## config.mk

```make
export PLATFORM = sky130hd
export DESIGN_NAME = lsu_arbiter
export DESIGN_NICKNAME = d
export VERILOG_FILES = /design/src/rtl/lsu_arbiter.sv
export SDC_FILE = /design/constraint.sdc
export NUM_CORES = 1
export LEC_CHECK = 0
export BUFFER_PORTS_ARGS = -buffer_cell sky130_fd_sc_hd__buf_4
export CORE_AREA = 2 2 120 122
export DETAILED_ROUTE_END_ITERATION = 10
export DIE_AREA = 0 0 122 124
export HOLD_SLACK_MARGIN = 0.06
export PLACE_DENSITY = 0.43
export SLEW_MARGIN = 20
export SYNTH_ARGS = -nofsm -noshare
export SYNTH_HDL_FRONTEND = slang
export SYNTH_SLANG_ARGS = --single-unit
```

## constraint.sdc

```tcl
create_clock -name i_clk -period 1.4 [get_ports i_clk]
set_input_delay 0.14 -clock i_clk [delete_from_list [all_inputs] [get_ports i_clk]]
set_output_delay 0.14 -clock i_clk [all_outputs]
set_load 0.1 [all_outputs]
```

## src/rtl/lsu_arbiter.sv

```systemverilog
// lsu_arbiter: shares one single-ported LSU between the core and a DMA port.
// Grants are combinational. A DMA lock gives the DMA exclusive ownership.
// Optional macro LSU_ARB_RR_EN: round-robin on IDLE conflicts (default: core wins).
// Ports:
//   i_clk, i_reset             clock, synchronous active-high reset
//   i_c_* / o_c_*              core request (req/we/addr/wdata/funct3) and gnt/rvalid/rdata
//   i_d_* / o_d_*, i_d_lock    DMA request, response and lock
//   o_lsu_addr .. o_load       drive to the LSU; i_ld_data is the load result one cycle later
//   o_owner                    0 IDLE, 1 CORE, 2 DMA_LOCK
module lsu_arbiter (
  input  logic        i_clk,
  input  logic        i_reset,
  input  logic        i_c_req,
  input  logic        i_c_we,
  input  logic [31:0] i_c_addr,
  input  logic [31:0] i_c_wdata,
  input  logic [2:0]  i_c_funct3,
  output logic        o_c_gnt,
  output logic        o_c_rvalid,
  output logic [31:0] o_c_rdata,
  input  logic        i_d_req,
  input  logic        i_d_we,
  input  logic [31:0] i_d_addr,
  input  logic [31:0] i_d_wdata,
  input  logic [2:0]  i_d_funct3,
  input  logic        i_d_lock,
  output logic        o_d_gnt,
  output logic        o_d_rvalid,
  output logic [31:0] o_d_rdata,
  output logic [31:0] o_lsu_addr,
  output logic [31:0] o_st_data,
  output logic        o_lsu_wren,
  output logic [2:0]  o_funct3,
  output logic        o_load,
  input  logic [31:0] i_ld_data,
  output logic [1:0]  o_owner
);

  localparam logic [1:0] ST_IDLE = 2'd0;
  localparam logic [1:0] ST_CORE = 2'd1;
  localparam logic [1:0] ST_LOCK = 2'd2;

  logic [1:0] state_q;
  logic [1:0] state_d;
  logic       c_gnt;
  logic       d_gnt;
  logic       rv_q;
  logic       tag_q;

`ifdef LSU_ARB_RR_EN
  // ptr_q = 1: DMA wins the next IDLE conflict
  logic ptr_q;
  logic conflict;

  assign conflict = (state_q == ST_IDLE) & i_c_req & i_d_req & ~i_reset;

  always_ff @(posedge i_clk) begin
    if (i_reset) begin
      ptr_q <= 1'b0;
    end else if (conflict) begin
      ptr_q <= c_gnt;
    end
  end
`endif

  always_ff @(posedge i_clk) begin
    if (i_reset) begin
      state_q <= ST_IDLE;
    end else begin
      state_q <= state_d;
    end
  end

  always_comb begin
    state_d = state_q;
    case (state_q)
      ST_IDLE: if (d_gnt && i_d_lock) state_d = ST_LOCK;
      ST_LOCK: if (d_gnt && !i_d_lock) state_d = ST_IDLE;
      default: state_d = ST_IDLE;
    endcase
  end

  always_comb begin
    c_gnt   = 1'b0;
    d_gnt   = 1'b0;
    o_owner = ST_IDLE;
    if (!i_reset) begin
      if (state_q == ST_LOCK) begin
        d_gnt   = i_d_req;
        o_owner = ST_LOCK;
      end else begin
        if (i_c_req && i_d_req) begin
`ifdef LSU_ARB_RR_EN
          c_gnt = ~ptr_q;
          d_gnt = ptr_q;
`else
          c_gnt = 1'b1;
`endif
        end else begin
          c_gnt = i_c_req;
          d_gnt = i_d_req;
        end
        if (c_gnt) o_owner = ST_CORE;
      end
    end
  end

  assign o_c_gnt = c_gnt;
  assign o_d_gnt = d_gnt;

  always_comb begin
    o_lsu_addr = '0;
    o_st_data  = '0;
    o_funct3   = '0;
    o_lsu_wren = 1'b0;
    o_load     = 1'b0;
    unique case (1'b1)
      c_gnt: begin
        o_lsu_addr = i_c_addr;
        o_st_data  = i_c_wdata;
        o_funct3   = i_c_funct3;
        o_lsu_wren = i_c_we;
        o_load     = ~i_c_we;
      end
      d_gnt: begin
        o_lsu_addr = i_d_addr;
        o_st_data  = i_d_wdata;
        o_funct3   = i_d_funct3;
        o_lsu_wren = i_d_we;
        o_load     = ~i_d_we;
      end
      default: ;
    endcase
  end

  // tag_q = 1: the outstanding load belongs to the DMA
  always_ff @(posedge i_clk) begin
    if (i_reset) begin
      rv_q  <= 1'b0;
      tag_q <= 1'b0;
    end else begin
      rv_q  <= o_load;
      tag_q <= d_gnt;
    end
  end

  // reset in the response cycle swallows the pending rvalid
  assign o_c_rvalid = rv_q & ~tag_q & ~i_reset;
  assign o_d_rvalid = rv_q & tag_q & ~i_reset;
  assign o_c_rdata  = o_c_rvalid ? i_ld_data : '0;
  assign o_d_rdata  = o_d_rvalid ? i_ld_data : '0;

endmodule

```

==> impl_metrics.py, run 1 <==
metrics = {
    "run_status": {
        "status": "complete, but fails checks",
        "violations": "setup timing",
    },
    "setup_path": {
        "crit_path_cell_trace": "nand2b_4 > buf_6 > buf_12 > nand3b_1 > a21oi_4 > buf_12",
        "crit_arrival_ns": 1.52,
        "path_common_cell": "buf_12",
        "start_kind": "flop",
        "worst-path-max-fanout": 6,
        "reg2reg_slack_ns": 0.03,
        "critPathKind": "reg2out",
        "endpoint_kind": "output pin",
        "path_buf_inv": 3,
        "cp_top_family": "buffers and inverters",
        "critical_path.max_stage_delay_ns": 0.36,
        "critPathSlowestCell": "dfxtp_4",
        "required_ns": 1.26,
    },
    "yosys": {
        "synthCells": 367,
        "ys_seq_area_frac": 0.0350,
        "synth_top_area_cell": "nand2_1",
        "synth_top_area_frac": 0.219,
        "ys_async_sr_fraction": 0,
        "synth.most_common_cell": "nand2_1",
        "synth_area_mm2": 0.00171,
        "synth_area_per_cell_um2": 4.67,
        "ys.flop_type": "dfxtp_1",
        "synth-edff-count": 0,
        "postSynthNetCount": 540,
        "synth_common_cells": "100 x nand2_1, 71 x a21oi_1, 68 x nand3_1",
        "synth_area_leaders": "nand2_1 22%, a21oi_1 21%, nand3_1 20%",
        "synth.distinct_cells": 16,
        "ys_ff_latch": 3,
        "ys_warn_count": 0,
    },
    "placed_design": {
        "portBuffers": 311,
        "dp_hpwl_um": 10600,
        "place_congestion": 0.801,
    },
    "timing": {
        "final-setup-viol-count": 136,
        "hold_viol_final": 0,
        "maxSlewHeadroom": 0.743,
        "rsz0062_at_grt": "true",
        "slew_violations": 0,
        "max_freq_mhz": 601,
        "tightest_slew_ns": 0.385,
        "period_needed_ns": 1.66,
        "finalCritPeriodShare": 1.19,
        "setup_ws_ns": -0.263,
        "clock_skew_ns": 0.00332,
        "finalHoldWorstSlack_ns": 0.210,
    },
    "floorplanning": {
        "pin_count": 312,
        "dieArea_mm2": 0.0151,
        "rows": 43,
        "core-area_mm2": 0.0137,
        "die_y_um": 124,
        "initial_core_util": 0.125,
        "fp.dieW_um": 122,
    },
    "detailed_routing": {
        "num_vias": 4062,
        "antenna_left": 0,
        "routedWlPerCell_um": 19.7,
        "wl_um": 17200,
        "drc_errors": 0,
        "via_per_inst": 4.65,
        "dr.pass1.iters": 4,
        "drt_iter0_markers": 151,
    },
    "cells_and_area": {
        "synthToLayoutAreaGrowth_pct": 410,
        "diodes": 0,
        "layout.nets": 868,
        "drive_gt1_frac": 0.890,
    },
    "power": {
        "power_uw": 4230,
        "power.density_mw_per_mm2": 484,
        "leakagePower_uw": 0.00323,
        "worst_ir_drop_vdd_mv": 0.402,
    },
    "global_routing": {
        "grt_pass1_wl_um": 22300,
        "grtUsageTotal": 0.184,
        "grt_max_degree": 40,
        "overflow": 0,
        "grt_pass1_vias": 4121,
        "antenna_found_initial": 0,
    },
    "cts": {
        "cts.sinks": 3,
        "h-tree-depth": 1,
        "root_buffer": "clkbuf_16",
        "clk_pin_slew_ns": 0.03,
        "cts_buffers": 3,
        "cts_buffer_depth": 2,
        "clk_latency_ns": 0.22,
        "tritoncts": "built",
    },
    "worst_hold_path": {
        "hold_class": "in2reg",
    },
    "flow_run": {
        "drv_cap": 0,
    },
}
-- area by class of cell --
cell class | instances | area (um2)
Clock buffer | 4 | 78.8
Multi-Input combinational cell | 318 | 3270
Timing Repair Buffer | 367 | 5100
Sequential cell | 3 | 68.8
Fill cell | 1052 | 4980
Inverter | 2 | 7.51
Tap cell | 180 | 225
-- placed cells by master (no fill, tap or decap) --
master / instances
nand2_2: 44
dfxtp_2: 1
nor2_4: 67
inv_1: 2
nand2b_4: 3
a21oi_4: 67
nand2_4: 2
nand3_1: 13
or2_4: 1
nand3b_1: 1
nand3_4: 20
buf_6: 9
nor3_1: 1
dfxtp_4: 2
nand2b_1: 1
nand2_1: 54
buf_12: 158
nor2b_1: 1
buf_16: 4
a21oi_1: 1
nand3_2: 35
a21oi_2: 3
buf_8: 3
nor2b_2: 1
nor3b_1: 1
clkbuf_1: 1
nor3b_4: 1
nor2b_4: 1
clkbuf_16: 16
buf_4: 180
-- flip-flops by register name (all words and copies together), names as in the netlist --
| name | count |
|---|---|
| rv_q | 1 |
| state_q | 1 |
| tag_q | 1 |
-- power by group --
part	internal [uW]	total, uW	switching [uW]
clock network	376	455	79.5
registers	90.1	98.0	7.88
logic	1490	3670	2180
-- cell families (layout without fill, tap and decap cells) --
| logic type | count (synthesis) | after routing | share of synthesized area |
|---|---|---|---|
| flip-flops | 3 | 3 | 0.0350 |
| AO/OA/AOI/OAI | 71 | 71 | 0.207 |
| buffers and inverters | 47 | 373 | 0.152 |
| AND/OR/NAND/NOR | 246 | 247 | 0.606 |
-- what timing repair did --
action	in CTS	in global routing
setup endpoints to repair	138	131
buffers inserted	3	10
gates resized for setup	426	112
hold buffers	0	0
gates cloned	4	19
pin swaps	6	88
-- per-layer routing --
metal	up-vias	GRT usage	routed length, um
li1	1872	-	-
met1	1965	0.182	5660
met2	213	0.376	9680
met3	12	0.0682	1680
met4	0	0.0144	152
met5	-	0	0
-- final timing paths --
| check | from | end | depth (start not counted) |
|---|---|---|---|
| min reg2reg | state_q[1] | state_q[1] | 3 |
| max | state_q[1] | o_load | 6 |
| max reg2reg | state_q[1] | rv_q | 7 |
| min | i_d_lock | state_q[1] | 3 |
-- worst register-to-register path, cell delays in order, from the launching register on --
cell and delay, ns:
dfxtp_4 0.36, nand2b_4 0.18, buf_6 0.12, buf_12 0.11, nand3b_1 0.13, buf_4 0.16, buf_4 0.12, a21oi_2 0.11
-- stage by stage --
step           instance area (um2)  instances  utilization  TNS [ns]  setup WS, ns
2_1_floorplan                 3220        367            -    -15.98        -0.434
5_1_grt                       8740        874        0.637    -26.46        -0.307
4_1_cts                       7770        847        0.566    -19.30        -0.262
3_5_place_dp                  5820        836        0.424     -5.03        -0.124
3_3_place_gp                  5820        836        0.424     -4.20        -0.104
6_report                      8740        874        0.637    -20.73        -0.263
Power figures use the tool's default switching activity.
==> inputs of run 2 (changes only) <==
--- a/config.mk
+++ b/config.mk
@@ -10,7 +10,6 @@
 export DETAILED_ROUTE_END_ITERATION = 10
 export DIE_AREA = 0 0 122 124
 export HOLD_SLACK_MARGIN = 0.06
-export PLACE_DENSITY = 0.43
 export SLEW_MARGIN = 20
 export SYNTH_ARGS = -nofsm -noshare
 export SYNTH_HDL_FRONTEND = slang
==> run 2 against run 1 <==
  * The flow still finishes with violations (setup timing)
  * Sequential power is 4% higher
  * Register-to-register slack better by 0.04 ns
  * Via count is 0.39% lower
  * Core utilization is 1.6 points higher
  * Critical path type unchanged
  * Largest cell class unchanged
==> impl_metrics.py, run 2 (same netlist as run 1, synthesis figures left out) <==
metrics = {
    "run_status": {
        "status": "complete, but fails checks",
        "violations": "setup timing",
    },
    "placed_design": {
        "portBuffers": 311,
        "place_congestion": 0.791,
        "dp_hpwl_um": 10300,
        "dp_slack_ns": -0.165,
    },
    "cts": {
        "tritoncts": "built",
        "cts.sinks": 3,
        "root_buffer": "clkbuf_16",
        "h-tree-depth": 1,
        "cts_buffers": 3,
        "hold_buffers": 0,
        "cts_buffer_depth": 2,
        "clk_pin_slew_ns": 0.03,
        "clk_latency_ns": 0.22,
    },
    "detailed_routing": {
        "wl_um": 17900,
        "via_per_inst": 4.66,
        "top_layer_used": "met4",
        "drc_errors": 0,
        "antenna_left": 0,
        "drt_iter0_markers": 128,
        "wl_met1_um": 6340,
        "dr.pass1.iters": 4,
        "met3_length_um": 1500,
        "num_vias": 4046,
        "routedWlPerCell_um": 20.6,
        "dr_wl_met2_um": 9700,
    },
    "setup_path": {
        "path_buf_inv": 3,
        "critical_path.max_stage_delay_ns": 0.35,
        "required_ns": 1.26,
        "timing.rr.start": "state_q[1]",
        "reg2reg_slack_ns": 0.07,
        "worst-path-max-fanout": 10,
        "crit_path_cell_trace": "nor2b_4 > buf_12 > clkbuf_16 > nand2_1 > a21oi_4 > buf_12",
        "cp_top_family": "buffers and inverters",
        "crit_arrival_ns": 1.56,
        "critPathKind": "reg2out",
        "endpoint_kind": "output pin",
        "start_kind": "flop",
        "path_common_cell": "buf_12",
        "reg2reg_to": "rv_q",
        "critPathSlowestCell": "dfxtp_4",
        "worstRegToRegCells": 6,
    },
    "global_routing": {
        "grtUsageTotal": 0.198,
        "overflow": 0,
        "antenna_found_initial": 0,
        "grt_pass1_wl_um": 23400,
        "grt_pass1_vias": 4375,
        "grt_max_degree": 39,
    },
    "power": {
        "worst_ir_drop_vdd_mv": 0.322,
        "power.density_mw_per_mm2": 486,
        "leakagePower_uw": 0.00334,
    },
    "timing": {
        "max_freq_mhz": 589,
        "rsz0062_at_grt": "true",
        "finalCritPeriodShare": 1.21,
        "hold_viol_final": 0,
        "clock_skew_ns": 0.00206,
        "setup_ws_ns": -0.297,
        "period_needed_ns": 1.70,
        "final-setup-viol-count": 122,
        "tightest_slew_ns": 0.338,
        "slew_violations": 0,
        "maxSlewHeadroom": 0.774,
    },
    "floorplanning": {
        "dieArea_mm2": 0.0151,
        "die_y_um": 124,
        "initial_core_util": 0.125,
        "rows": 43,
        "fp.dieW_um": 122,
        "pin_count": 312,
        "core-area_mm2": 0.0137,
    },
    "cells_and_area": {
        "fin_util": 0.653,
        "diodes": 0,
        "layout.nets": 863,
        "synthToLayoutAreaGrowth_pct": 423,
        "reg.largest.list": "rv_q: 1 flops, state_q: 1 flops, tag_q: 1 flops",
        "final_cell_mix": "180 x buf_4, 160 x buf_12, 69 x a21oi_4, 67 x nor2_4, 44 x nand2_1",
        "final_common_cell": "buf_4",
        "drive_gt1_frac": 0.913,
    },
    "worst_hold_path": {
        "hold_path_end": "state_q[1]",
        "min_from": "i_d_lock",
        "min_path_cells": 3,
        "hold_class": "in2reg",
    },
    "flow_run": {
        "drv_cap": 0,
    },
}
## run 2: per-layer routing
layer / track usage / up-vias
li1: - / 1869
met4: 0.0438 / 0
met3: 0.0586 / 30
met1: 0.208 / 1922
met5: 0 / -
met2: 0.385 / 225
## run 2: area by class of cell
cell class              instances  area (um2)
clock buffers                   4        78.8
fillers                       959        4760
inverters                       2        7.51
multi-input cells             317        3550
flip-flops and latches          3        68.8
well taps                     180         225
repair buffers                363        5020
## run 2: power breakdown
part / leakage, uW / internal (uW) / switching [uW]
Sequential: 0.0000264 / 90.1 / 11.9
Clock: 0.0000382 / 377 / 88.4
Combinational: 0.00327 / 1520 / 2260
Total: 0.00334 / 1990 / 2360
## run 2: repair_timing
action,4_1_cts,5_1_grt
pin swaps,32,83
setup buffers,8,4
gates cloned,9,10
gates resized for setup,484,111
setup endpoints to repair,139,125
## run 2: worst max-delay path by stage
stage               start              to  slack, ns  cells past startpoint
5_1_grt        state_q[1]   o_st_data[23]      -0.34                      6
4_1_cts        state_q[1]   o_st_data[23]      -0.29                      6
3_3_place_gp   state_q[1]          o_load      -0.13                      5
2_1_floorplan  state_q[1]    o_st_data[8]      -0.43                      5
6_report       state_q[1]   o_st_data[23]      -0.30                      6
3_5_place_dp   state_q[1]  o_lsu_addr[31]      -0.17                      5
## run 2: tightest hold or removal path: cells and delay by family
kind / cells / cell delay, ns
buffers and inverters: 1 / 0.12
and+or+nand+nor: 2 / 0.18
## run 2: through the flow
stage               power, uW  cells  setup TNS [ns]  hold slack [ns]  area (um2)
floorplan                2090    367          -15.98            0.328        3220
global placement         2850    838           -5.76            0.479        5870
detailed placement       2870    838           -8.19            0.490        5870
CTS                      4080    859          -22.51            0.252        8240
global route             4500    869          -27.60            0.252        8960
finish                   4350    869          -21.84            0.253        8960
==> inputs of run 3 (changes only) <==
--- a/config.mk
+++ b/config.mk
@@ -10,6 +10,7 @@
 export DETAILED_ROUTE_END_ITERATION = 10
 export DIE_AREA = 0 0 122 124
 export HOLD_SLACK_MARGIN = 0.06
+export PLACE_DENSITY_LB_ADDON = 0.25
 export SLEW_MARGIN = 20
 export SYNTH_ARGS = -nofsm -noshare
 export SYNTH_HDL_FRONTEND = slang
==> run 3 against run 2 <==
  * The flow still finishes with violations (setup timing)
  * Combinational power fell by 2%
  * Non-clock buffer count is 2 higher
  * Register-to-register slack got worse by 0.13 ns
  * Global-route usage shrank 1.4 points
  * Critical endpoint is now o_lsu_addr[7]
  * Highest routed layer unchanged
==> impl_metrics.py, run 3 (same netlist as run 1, synthesis figures left out) <==
metrics = {
    "setup_path": {
        "critical_path.max_stage_delay_ns": 0.35,
        "cp.depth": 6,
        "path_common_cell": "buf_12",
        "crit_path_cell_trace": "nand2b_4 > buf_12 > buf_16 > nand3_2 > a21oi_4 > buf_12",
        "crit_arrival_ns": 1.57,
        "worstRegToRegCells": 7,
        "start_kind": "flop",
        "critPathSlowestCell": "dfxtp_2",
        "critPathKind": "reg2out",
        "path_buf_inv": 3,
        "required_ns": 1.26,
        "endpoint_kind": "output pin",
        "cp_top_family": "buffers and inverters",
        "worst-path-max-fanout": 10,
        "reg2reg_slack_ns": -0.06,
    },
    "cells_and_area": {
        "seq_area_um2": 68.8,
        "drive_gt1_frac": 0.926,
        "layout.nets": 865,
        "final_common_cell": "buf_4",
        "fin_cells": 871,
        "fillers": 983,
        "multi_input_comb_area_mm2": 0.00329,
        "final_area_mm2": 0.00877,
        "diodes": 0,
        "reg.largest.list": "rv_q: 1 flops, state_q: 1 flops, tag_q: 1 flops",
        "synthToLayoutAreaGrowth_pct": 412,
        "final_cell_mix": "179 x buf_4, 151 x buf_12, 67 x a21oi_4, 67 x nor2_4, 56 x nand2_2",
    },
    "cts": {
        "hold_buffers": 0,
        "cts.sinks": 3,
        "clk_latency_ns": 0.22,
        "h-tree-depth": 1,
        "tritoncts": "built",
        "root_buffer": "clkbuf_16",
        "cts_buffers": 3,
        "clk_pin_slew_ns": 0.03,
        "cts_buffer_depth": 2,
    },
    "timing": {
        "period_needed_ns": 1.71,
        "max_freq_mhz": 584,
        "clock_skew_ns": 0.00196,
        "setup_ws_ns": -0.313,
        "finalCritPeriodShare": 1.22,
        "hold_viol_final": 0,
        "tightest_slew_ns": 0.451,
        "fin_tns_setup_ns": -22.44,
        "maxSlewHeadroom": 0.699,
        "final-setup-viol-count": 127,
        "slew_violations": 0,
        "rsz0062_at_grt": "true",
    },
    "global_routing": {
        "grtUsageTotal": 0.183,
        "grt_pass1_vias": 4239,
        "overflow": 0,
        "grt_max_degree": 40,
        "antenna_found_initial": 0,
        "grt_pass1_wl_um": 22100,
    },
    "detailed_routing": {
        "wl_um": 16600,
        "dr.pass1.iters": 4,
        "antenna_left": 0,
        "drc_errors": 0,
        "via_per_inst": 4.58,
        "routedWlPerCell_um": 19.1,
        "drt_iter0_markers": 104,
        "num_vias": 3992,
    },
    "floorplanning": {
        "initial_core_util": 0.125,
        "core-area_mm2": 0.0137,
        "dieArea_mm2": 0.0151,
        "rows": 43,
        "fp.dieW_um": 122,
        "die_y_um": 124,
        "pin_count": 312,
    },
    "power": {
        "power.density_mw_per_mm2": 487,
        "power_uw": 4270,
        "p_int_uw": 1980,
        "power.share.clock": 0.107,
        "p_sw_uw": 2290,
        "switching_share": 0.536,
        "combinationalPowerShare": 0.869,
        "leakagePower_uw": 0.00327,
        "worst_ir_drop_vdd_mv": 0.309,
        "seqPwrFrac": 0.024,
    },
    "run_status": {
        "status": "complete, but fails checks",
        "violations": "setup timing",
    },
    "placed_design": {
        "dp_hpwl_um": 9610,
        "portBuffers": 311,
        "place_congestion": 0.733,
        "dpl_cell_area_mm2": 0.00580,
        "dp_cells": 833,
    },
    "worst_hold_path": {
        "hold_class": "in2reg",
        "min_path_cells": 3,
    },
    "flow_run": {
        "drv_cap": 0,
    },
}
run 3: changes by cell type in the layout (fill, tap and decap cells not counted), sizes merged:
cell,before,now
clkbuf,12,15
buf,355,354
run 3: through the flow:
stage	utilization	worst slack (ns)	hold WS, ns
final	0.639	-0.313	0.221
after global routing	0.639	-0.360	0.231
after global placement	0.423	-0.120	0.455
after detailed placement	0.423	-0.171	0.470
after floorplan	-	-0.434	0.328
after CTS	0.591	-0.260	0.228
run 3: final cells by class:
class                           instances  area share
Inverter                                2    0.000856
Multi-Input combinational cell        317       0.375
Tap cell                              180      0.0257
Timing Repair Buffer                  365       0.581
Clock buffer                            4     0.00899
Sequential cell                         3     0.00785
run 3: power groups by stage:
stage          logic (uW)  clock network [uW]  registers, uW
2_1_floorplan        2000                   0           93.7
4_1_cts              3490                 462           99.8
5_1_grt              3830                 472            101
3_5_place_dp         2740                   0           97.3
3_3_place_gp         2720                   0           97.0
6_report             3710                 457            100
run 3: routing by layer:
metal	GRT usage	share of wire	routed length, um
met5	0	0	0
met4	0.0259	0.014	227
met3	0.0421	0.081	1340
met2	0.366	0.55	9210
met1	0.199	0.35	5840
run 3: worst paths after layout:
check / endpoint / from
min reg2reg: state_q[1] / state_q[1]
max reg2reg: rv_q / state_q[1]
max: o_lsu_addr[7] / state_q[1]
min: state_q[1] / i_d_lock
run 3: timing repair:
item / 4_1_cts / 5_1_grt
resized for setup: 456 / 107
setup endpoints to repair: 138 / 132
setup buffers: 13 / 3
pin swaps: 38 / 77
gates cloned: 10 / 11
run 3: worst min-delay path: stages:
cell and delay, ns:
buf_4 0.11, nor2b_1 0.10, nor3_1 0.05
